File: config.mk
export PLATFORM = sky130hd
export DESIGN_NAME = fadd_acc
export DESIGN_NICKNAME = d
export VERILOG_FILES = /design/src/rtl/fadd_acc.sv
export SDC_FILE = /design/constraint.sdc
export NUM_CORES = 1
export LEC_CHECK = 0
export CORE_ASPECT_RATIO = 0.5
export CORE_MARGIN = 8
export CORE_UTILIZATION = 30
export DETAILED_ROUTE_END_ITERATION = 10
export GPL_TIMING_DRIVEN = 0
export PLACE_DENSITY_LB_ADDON = 0.12
export RECOVER_POWER = 25
export SLEW_MARGIN = 15
export SYNTH_ARGS = -nofsm -noshare
export SYNTH_HDL_FRONTEND = slang
export SYNTH_SLANG_ARGS = --single-unit
export TNS_END_PERCENT = 1
File: constraint.sdc
create_clock -name clk -period 7 [get_ports clk]
set_clock_uncertainty 0.15 [all_clocks]
set_input_delay 1.4 -clock clk [delete_from_list [all_inputs] [get_ports clk]]
set_output_delay 1.4 -clock clk [all_outputs]
set_load 0.01 [all_outputs]
File: src/rtl/fadd_acc.sv
// fadd_acc: sequential binary32 accumulator fed by the FMul stage.
// Products arrive over a valid/ready handshake. Each one passes through
// IDLE -> ALIGN -> ADD -> NORM and is folded into the accumulator. The element
// flagged in_last closes the sum, and the block then shows it in DONE until
// the consumer takes it.
// Ports:
//   clk, rst_n        - clock, asynchronous active-low reset
//   in_valid/in_ready - input handshake; in_data = binary32 addend, in_last = closes sum
//   out_valid/out_ready - output handshake; out_data = binary32 sum,
//                         out_count = number of elements (saturating)
// Configuration macro: FADD_ACC_DENORM_EN.
//   Defined   -> subnormals are accepted and produced (gradual underflow).
//   Undefined -> subnormals are flushed to signed zero on input and on output.
module fadd_acc #(
    parameter int CNT_W = 16
) (
    input  logic             clk,
    input  logic             rst_n,
    input  logic             in_valid,
    output logic             in_ready,
    input  logic [31:0]      in_data,
    input  logic             in_last,
    output logic             out_valid,
    input  logic             out_ready,
    output logic [31:0]      out_data,
    output logic [CNT_W-1:0] out_count
);

    typedef enum logic [2:0] {
        S_IDLE  = 3'd0,
        S_ALIGN = 3'd1,
        S_ADD   = 3'd2,
        S_NORM  = 3'd3,
        S_DONE  = 3'd4
    } state_t;

    localparam logic [31:0] CANON_NAN = 32'h7F80_0001;

    // Leading-zero count of a 27-bit field, measured from bit 26.
    function automatic logic [4:0] lzc27(input logic [26:0] v);
        logic [4:0] n;
        n = 5'd27;
        for (int i = 0; i < 27; i++) begin
            if (v[i]) begin
                n = 5'(26 - i);
            end else begin
                n = n;
            end
        end
        return n;
    endfunction

    state_t            state_r, state_next_s;
    logic              in_ready_r, out_valid_r;
    logic [31:0]       op_r, acc_r;
    logic              last_r;
    logic [CNT_W-1:0]  cnt_r;
    logic              sign_r, eff_sub_r, spec_r;
    logic [31:0]       spec_val_r;
    logic signed [9:0] exp_r;
    logic [26:0]       ma_r, mb_r;
    logic [27:0]       sum_r;

    logic              accept_s;
    assign accept_s = in_valid && in_ready_r;

    // Next-state decode of the accumulate FSM.
    always_comb begin
        state_next_s = state_r;
        case (state_r)
            S_IDLE:  if (accept_s) state_next_s = S_ALIGN; else state_next_s = S_IDLE;
            S_ALIGN: state_next_s = S_ADD;
            S_ADD:   state_next_s = S_NORM;
            S_NORM:  if (last_r) state_next_s = S_DONE; else state_next_s = S_IDLE;
            S_DONE:  if (out_ready) state_next_s = S_IDLE; else state_next_s = S_DONE;
            default: state_next_s = S_IDLE;
        endcase
    end

    // State register plus registered handshake decodes (no path from out_ready to in_ready).
    always_ff @(posedge clk or negedge rst_n) begin
        if (!rst_n) begin
            state_r     <= S_IDLE;
            in_ready_r  <= 1'b0;
            out_valid_r <= 1'b0;
        end else begin
            state_r     <= state_next_s;
            in_ready_r  <= (state_next_s == S_IDLE);
            out_valid_r <= (state_next_s == S_DONE);
        end
    end

    // ALIGN: order operands by magnitude, unpack, shift the smaller, detect specials.
    logic [31:0]       big_s, small_s;
    logic signed [9:0] exp_big_s, exp_small_s, diff_s;
    logic [23:0]       man_big_s, man_small_s;
    logic [52:0]       wide_a_s;
    logic [26:0]       mb_shift_s;
    logic              nan_acc_s, nan_op_s, inf_acc_s, inf_op_s, spec_s;
    logic [31:0]       spec_val_s;
    always_comb begin
        big_s   = acc_r;
        small_s = op_r;
        if (op_r[30:0] > acc_r[30:0]) begin
            big_s   = op_r;
            small_s = acc_r;
        end else begin
            big_s   = acc_r;
            small_s = op_r;
        end
        // Zero/subnormal operands sit at exponent 1 with no hidden bit.
        exp_big_s   = (big_s[30:23] == 8'd0)   ? 10'sd1 : $signed({2'b00, big_s[30:23]});
        exp_small_s = (small_s[30:23] == 8'd0) ? 10'sd1 : $signed({2'b00, small_s[30:23]});
`ifdef FADD_ACC_DENORM_EN
        man_big_s   = {(big_s[30:23] != 8'd0), big_s[22:0]};
        man_small_s = {(small_s[30:23] != 8'd0), small_s[22:0]};
`else
        man_big_s   = (big_s[30:23] == 8'd0)   ? 24'd0 : {1'b1, big_s[22:0]};
        man_small_s = (small_s[30:23] == 8'd0) ? 24'd0 : {1'b1, small_s[22:0]};
`endif
        diff_s   = exp_big_s - exp_small_s;
        wide_a_s = {man_small_s, 29'd0} >> diff_s[5:0];
        if (diff_s >= 10'sd26) begin
            mb_shift_s = {26'd0, |man_small_s};
        end else begin
            mb_shift_s = {wide_a_s[52:27], wide_a_s[26] | (|wide_a_s[25:0])};
        end
        nan_acc_s  = (acc_r[30:23] == 8'hFF) && (acc_r[22:0] != 23'd0);
        nan_op_s   = (op_r[30:23] == 8'hFF) && (op_r[22:0] != 23'd0);
        inf_acc_s  = (acc_r[30:0] == 31'h7F80_0000);
        inf_op_s   = (op_r[30:0] == 31'h7F80_0000);
        spec_s     = nan_acc_s || nan_op_s || inf_acc_s || inf_op_s;
        spec_val_s = CANON_NAN;
        if (nan_acc_s || nan_op_s) begin
            spec_val_s = CANON_NAN;
        end else if (inf_acc_s && inf_op_s && (acc_r[31] != op_r[31])) begin
            spec_val_s = CANON_NAN;
        end else if (inf_acc_s) begin
            spec_val_s = acc_r;
        end else begin
            spec_val_s = op_r;
        end
    end

    // NORM: normalise, optional gradual underflow, round to nearest even, pack.
    logic [4:0]        lz_s;
    logic [26:0]       norm0_s, norm_s;
    logic signed [9:0] e_n_s, e_r_s, sh_s;
    logic [53:0]       wide_n_s;
    logic              rnd_s;
    logic [24:0]       m25_s;
    logic [23:0]       mant_s;
    logic [31:0]       res_s;
    always_comb begin
        lz_s     = lzc27(sum_r[26:0]);
        sh_s     = 10'sd0;
        wide_n_s = 54'd0;
        if (sum_r[27]) begin
            norm0_s = {sum_r[27:2], |sum_r[1:0]};
            e_n_s   = exp_r + 10'sd1;
        end else begin
            norm0_s = sum_r[26:0] << lz_s;
            e_n_s   = exp_r - $signed({5'd0, lz_s});
        end
        norm_s = norm0_s;
`ifdef FADD_ACC_DENORM_EN
        // Tiny results are shifted back right into subnormal position, keeping sticky.
        if (e_n_s < 10'sd1) begin
            sh_s = 10'sd1 - e_n_s;
            if (sh_s >= 10'sd27) begin
                norm_s = {26'd0, |norm0_s};
            end else begin
                wide_n_s = {norm0_s, 27'd0} >> sh_s[5:0];
                norm_s   = {wide_n_s[53:28], wide_n_s[27] | (|wide_n_s[26:0])};
            end
            e_n_s = 10'sd1;
        end else begin
            norm_s = norm0_s;
        end
`endif
        rnd_s = norm_s[2] & (norm_s[1] | norm_s[0] | norm_s[3]);
        m25_s = {1'b0, norm_s[26:3]} + {24'd0, rnd_s};
        if (m25_s[24]) begin
            mant_s = m25_s[24:1];
            e_r_s  = e_n_s + 10'sd1;
        end else begin
            mant_s = m25_s[23:0];
            e_r_s  = e_n_s;
        end
        // Exact cancellation yields +0; like-signed zeros keep their sign.
        if (sum_r == 28'd0) begin
            res_s = {(~eff_sub_r) & sign_r, 31'd0};
        end else if (e_r_s >= 10'sd255) begin
            res_s = {sign_r, 8'hFF, 23'd0};
        end else if (e_r_s <= 10'sd0) begin
            res_s = {sign_r, 31'd0};
        end else begin
            // A subnormal result has no hidden bit and encodes exponent 0.
            res_s = {sign_r, (mant_s[23] ? e_r_s[7:0] : 8'd0), mant_s[22:0]};
        end
    end

    // Datapath registers: operand capture, count, stage pipeline and accumulator.
    always_ff @(posedge clk or negedge rst_n) begin
        if (!rst_n) begin
            op_r       <= 32'd0;
            last_r     <= 1'b0;
            cnt_r      <= {CNT_W{1'b0}};
            acc_r      <= 32'd0;
            sign_r     <= 1'b0;
            eff_sub_r  <= 1'b0;
            spec_r     <= 1'b0;
            spec_val_r <= 32'd0;
            exp_r      <= 10'sd0;
            ma_r       <= 27'd0;
            mb_r       <= 27'd0;
            sum_r      <= 28'd0;
        end else begin
            case (state_r)
                S_IDLE: begin
                    if (accept_s) begin
                        op_r   <= in_data;
                        last_r <= in_last;
                        if (&cnt_r) cnt_r <= cnt_r;
                        else        cnt_r <= cnt_r + {{(CNT_W-1){1'b0}}, 1'b1};
                    end else begin
                        op_r <= op_r;
                    end
                end
                S_ALIGN: begin
                    sign_r     <= big_s[31];
                    eff_sub_r  <= big_s[31] ^ small_s[31];
                    exp_r      <= exp_big_s;
                    ma_r       <= {man_big_s, 3'b000};
                    mb_r       <= mb_shift_s;
                    spec_r     <= spec_s;
                    spec_val_r <= spec_val_s;
                end
                S_ADD: begin
                    if (eff_sub_r) sum_r <= {1'b0, ma_r} - {1'b0, mb_r};
                    else           sum_r <= {1'b0, ma_r} + {1'b0, mb_r};
                end
                S_NORM: begin
                    acc_r <= spec_r ? spec_val_r : res_s;
                end
                S_DONE: begin
                    if (out_ready) begin
                        acc_r <= 32'd0;
                        cnt_r <= {CNT_W{1'b0}};
                    end else begin
                        acc_r <= acc_r;
                    end
                end
                default: begin
                    acc_r <= acc_r;
                end
            endcase
        end
    end

    assign in_ready  = in_ready_r;
    assign out_valid = out_valid_r;
    assign out_data  = acc_r;
    assign out_count = cnt_r;

endmodule

==> impl_results.md <==
- Outcome: complete, but fails checks
- Failing checks: capacitance limit, slew limit, setup timing
- CP peak stage delay: around 0.48 ns
- Critical path capture point type: flip-flop
- DP HPWL: between 60000 and 70000 µm
- Iteration-0 DRC Markers: between 2000 and 2500
- Netlist Area Pre-Place: 17800 µm²
- CTS tree: done
- Worst Setup Path Type: reg2reg
- Final Critical Period: 7.222 ns
- Async set-reset flop share out of synthesis: 100.0%
- Placer congestion estimate: 0.9708
- Main flop type after synthesis: dfrtp_1
- Final Util: 35.78%
- Number of synthesized flops with an enable pin: 0
- Hold path start: spec_val_r[23]
- Vias in the first global route: 17520
- DR vias/cell: about 5.9
- Max-cap violation count: 2
- Row count: 63
- Final worst-path setup slack: -0.2224 ns
- # setup viols final: 6
- Drt pass-1 iters: 7
- Slowest stage cell, crit path: dfrtp_2
- Fin nets: 2418
- Core box area: 58960 µm²
- Slew HR: -115.1%
- Synthesized Nets: roughly 2300
- Crit path buf inv count: 4
- CP startpoint kind: flip-flop
- Post-detailed-route DRC marker count: 0
- Num CTS Buffers: 25
- I/O pins: 87
- Initial antenna violation count: 4
- First-pass GRT wire length: 122100 µm
- CTS Root Cell: clkbuf_16
- Critical Path Source: out_data[20]
- CP arrival: 7.51 ns
- RSZ-0062 raised after global routing: yes
- Die Span Y: 188.3 µm
- Final ANT Viol Nets: 0
- Sink Count: 208
- Routed WL per cell: around 27 µm
- Clock latency on the worst-skew pair: 0.56 ns
- Area growth syn-to-layout: 18.49%
- Gr ovfl total: 0
- Die width: 360.5 µm
- Hold crit path type: reg2reg
- Cts hold-fix bufs: 0
- Syn Inst Count: 2143
- Yosys Warn Count: 0
- CP top delay family: simple AND/OR/NAND/NOR gates
- Layout cells sized above 1: 12.35%
- Distinct cells, synth: 104
- Overall Global Routing Usage: between 20% and 30%
- Vias: roughly 18000
- Endpoints failing hold: 0
- CP Max Fanout: 10
- Maximum buffer depth of the clock tree: 3
- Worst-path clk slew: ~0.06 ns
- Req. time, crit path: between 7 and 8 ns
- Total die area: 67860 µm²
- Fill cells: just over 6000
- Slew Limit Fails: around 130
- # port buffers: 86
- Post-Syn Area per Cell: 8.307 µm²
- Peak Freq: roughly 0.14 GHz
- Critical R2R Launch: out_data[20]
- Yosys reg bits: 208
- Register area share after synthesis: 29.24%
- CTS H-tree lvls: 1
- Period utilization: 103.2%
- Pin count of the biggest net entering global routing: 80
- Slew @ Worst Pin: 3.227 ns
- Starting density of the core: 30.19%
- Post-Route WL: 82450 µm
cells by family (layout without fill, tap and decap cells):
| kind of cell | after synthesis | after routing | share of synthesized area, % |
|---|---|---|---|
| xor+xnor | 82 | 82 | 4.034 |
| compound gates | 660 | 660 | 25.18 |
| flops | 208 | 208 | 29.24 |
| buf+inv | 249 | 405 | 5.602 |
| other cells | 0 | 1 | 0 |
| fa+ha+maj | 100 | 100 | 7.155 |
| mux | 118 | 118 | 8.287 |
| simple gates | 726 | 726 | 20.50 |
registers in the layout, indices dropped and copies added, names as in the netlist:
| register | count |
|---|---|
| out_count | 16 |
| out_valid | 1 |
| sign_r | 1 |
| out_data | 32 |
| last_r | 1 |
| sum_r | 28 |
| spec_r | 1 |
| op_r | 32 |
| mb_r | 27 |
| eff_sub_r | 1 |
| spec_val_r | 32 |
| ma_r | 24 |
| exp_r | 8 |
| in_ready | 1 |
| state_r | 3 |
area by class of cell:
type	instances	area (µm²)	area share (%)
well taps	780	975.9	4.627
inverters	118	445.4	2.112
clock inverters	10	142.6	0.6762
repair buffers	115	1094	5.184
diodes	1	2.502	0.01186
multi-input cells	1686	11910	56.45
flip-flops and latches	208	5236	24.82
plain buffers	127	576.8	2.734
clock buffers	35	713.2	3.381
stage by stage:
step | setup WS, ns | area (µm²) | std cells | setup TNS, ns | hold WS (ns)
after floorplan | 0.007863 | 17820 | 2143 | 0 | 0.2896
after global placement | -5.339 | 19660 | 3009 | -1184.24 | 0.3075
after detailed placement | -3.538 | 19740 | 3012 | -75.96 | 0.3098
after CTS | -0.08769 | 21080 | 3075 | -0.1001 | 0.3236
after global routing | -0.4818 | 21090 | 3079 | -8.212 | 0.3714
final | -0.2224 | 21090 | 3080 | -0.6130 | 0.3224
repair_timing:
item / in CTS / in global routing
pin swaps: 11 / 3
setup endpoints to repair: 38 / 58
gates resized for setup: 97 / 4
setup buffers: 21 / 5
Yosys cell counts, drive strengths merged, types with 8 or more instances:
cell type,n,area share (%)
and2,18,0.63
o21a,11,0.47
o2111ai,8,0.39
o211ai,35,1.5
buf,27,0.91
a311oi,11,0.54
ha,97,6.8
nand4,28,1.1
xor2,35,1.7
a22oi,37,1.6
nand2,222,4.8
nor2,163,3.5
a31oi,26,0.91
o22ai,29,1.0
a2111oi,8,0.43
xnor2,47,2.3
a22o,22,1.1
dfrtp,208,29
o22a,10,0.49
nand2b,19,0.67
a21oi,129,3.6
or2,10,0.35
a211oi,18,0.79
and3,15,0.53
a221o,8,0.45
o31ai,39,1.8
a21o,19,0.80
o41ai,9,0.65
inv,117,2.5
clkbuf,104,2.2
nor2b,14,0.49
nor3,52,1.6
a221oi,9,0.44
nor4,44,1.9
o21ai,159,4.5
or3,15,0.53
mux2,45,2.8
mux4,19,2.4
nand3,89,2.5
o31a,10,0.49
mux2i,54,3.0
o21bai,12,0.51
layout by cell type, fill, tap and decap left out, types with 30 or more instances in the layout:
master,count
xor2_1,33
a22oi_1,36
o211ai_1,33
inv_1,114
clkdlybuf4s50_1,85
o21ai_0,134
nand3_1,88
ha_1,97
mux2_2,45
clkbuf_1,94
nand2_1,219
nor4_1,31
mux2i_1,49
buf_4,30
dfrtp_1,183
a21oi_1,127
nor3_1,49
nor2_1,160
o31ai_1,33
xnor2_1,46
worst paths after layout:
| kind | end | slack (ns) | cells past startpoint |
|---|---|---|---|
| worst max-delay path | mb_r[0] | -0.22 | 28 |
| worst min-delay path | spec_val_r[23] | 0.32 | 2 |
| worst max register to register | mb_r[0] | -0.22 | 28 |
| worst min register to register | spec_val_r[23] | 0.32 | 2 |
| max in group asynchronous | out_data[18] | 1.46 | 2 |
| min in group asynchronous | op_r[18] | 1.77 | 1 |
tightest hold or removal path: stages, from the launching register on:
cell,delay [ns]
dfrtp_1,0.34
nand2_1,0.05
nand2_1,0.05
routing by layer:
layer  global-route usage [%]  routed length (µm)  up-vias
met1                    35.33               39980     9062
li1                         -                   -     8244
met4                    5.257                2024        2
met3                    3.686                5977      126
met2                    34.51               34310      812
met5                        0                 151        -
Power is left out: the tool's default activity adds up to more than one toggle a clock period on the data nets, which glitch-free logic cannot reach.
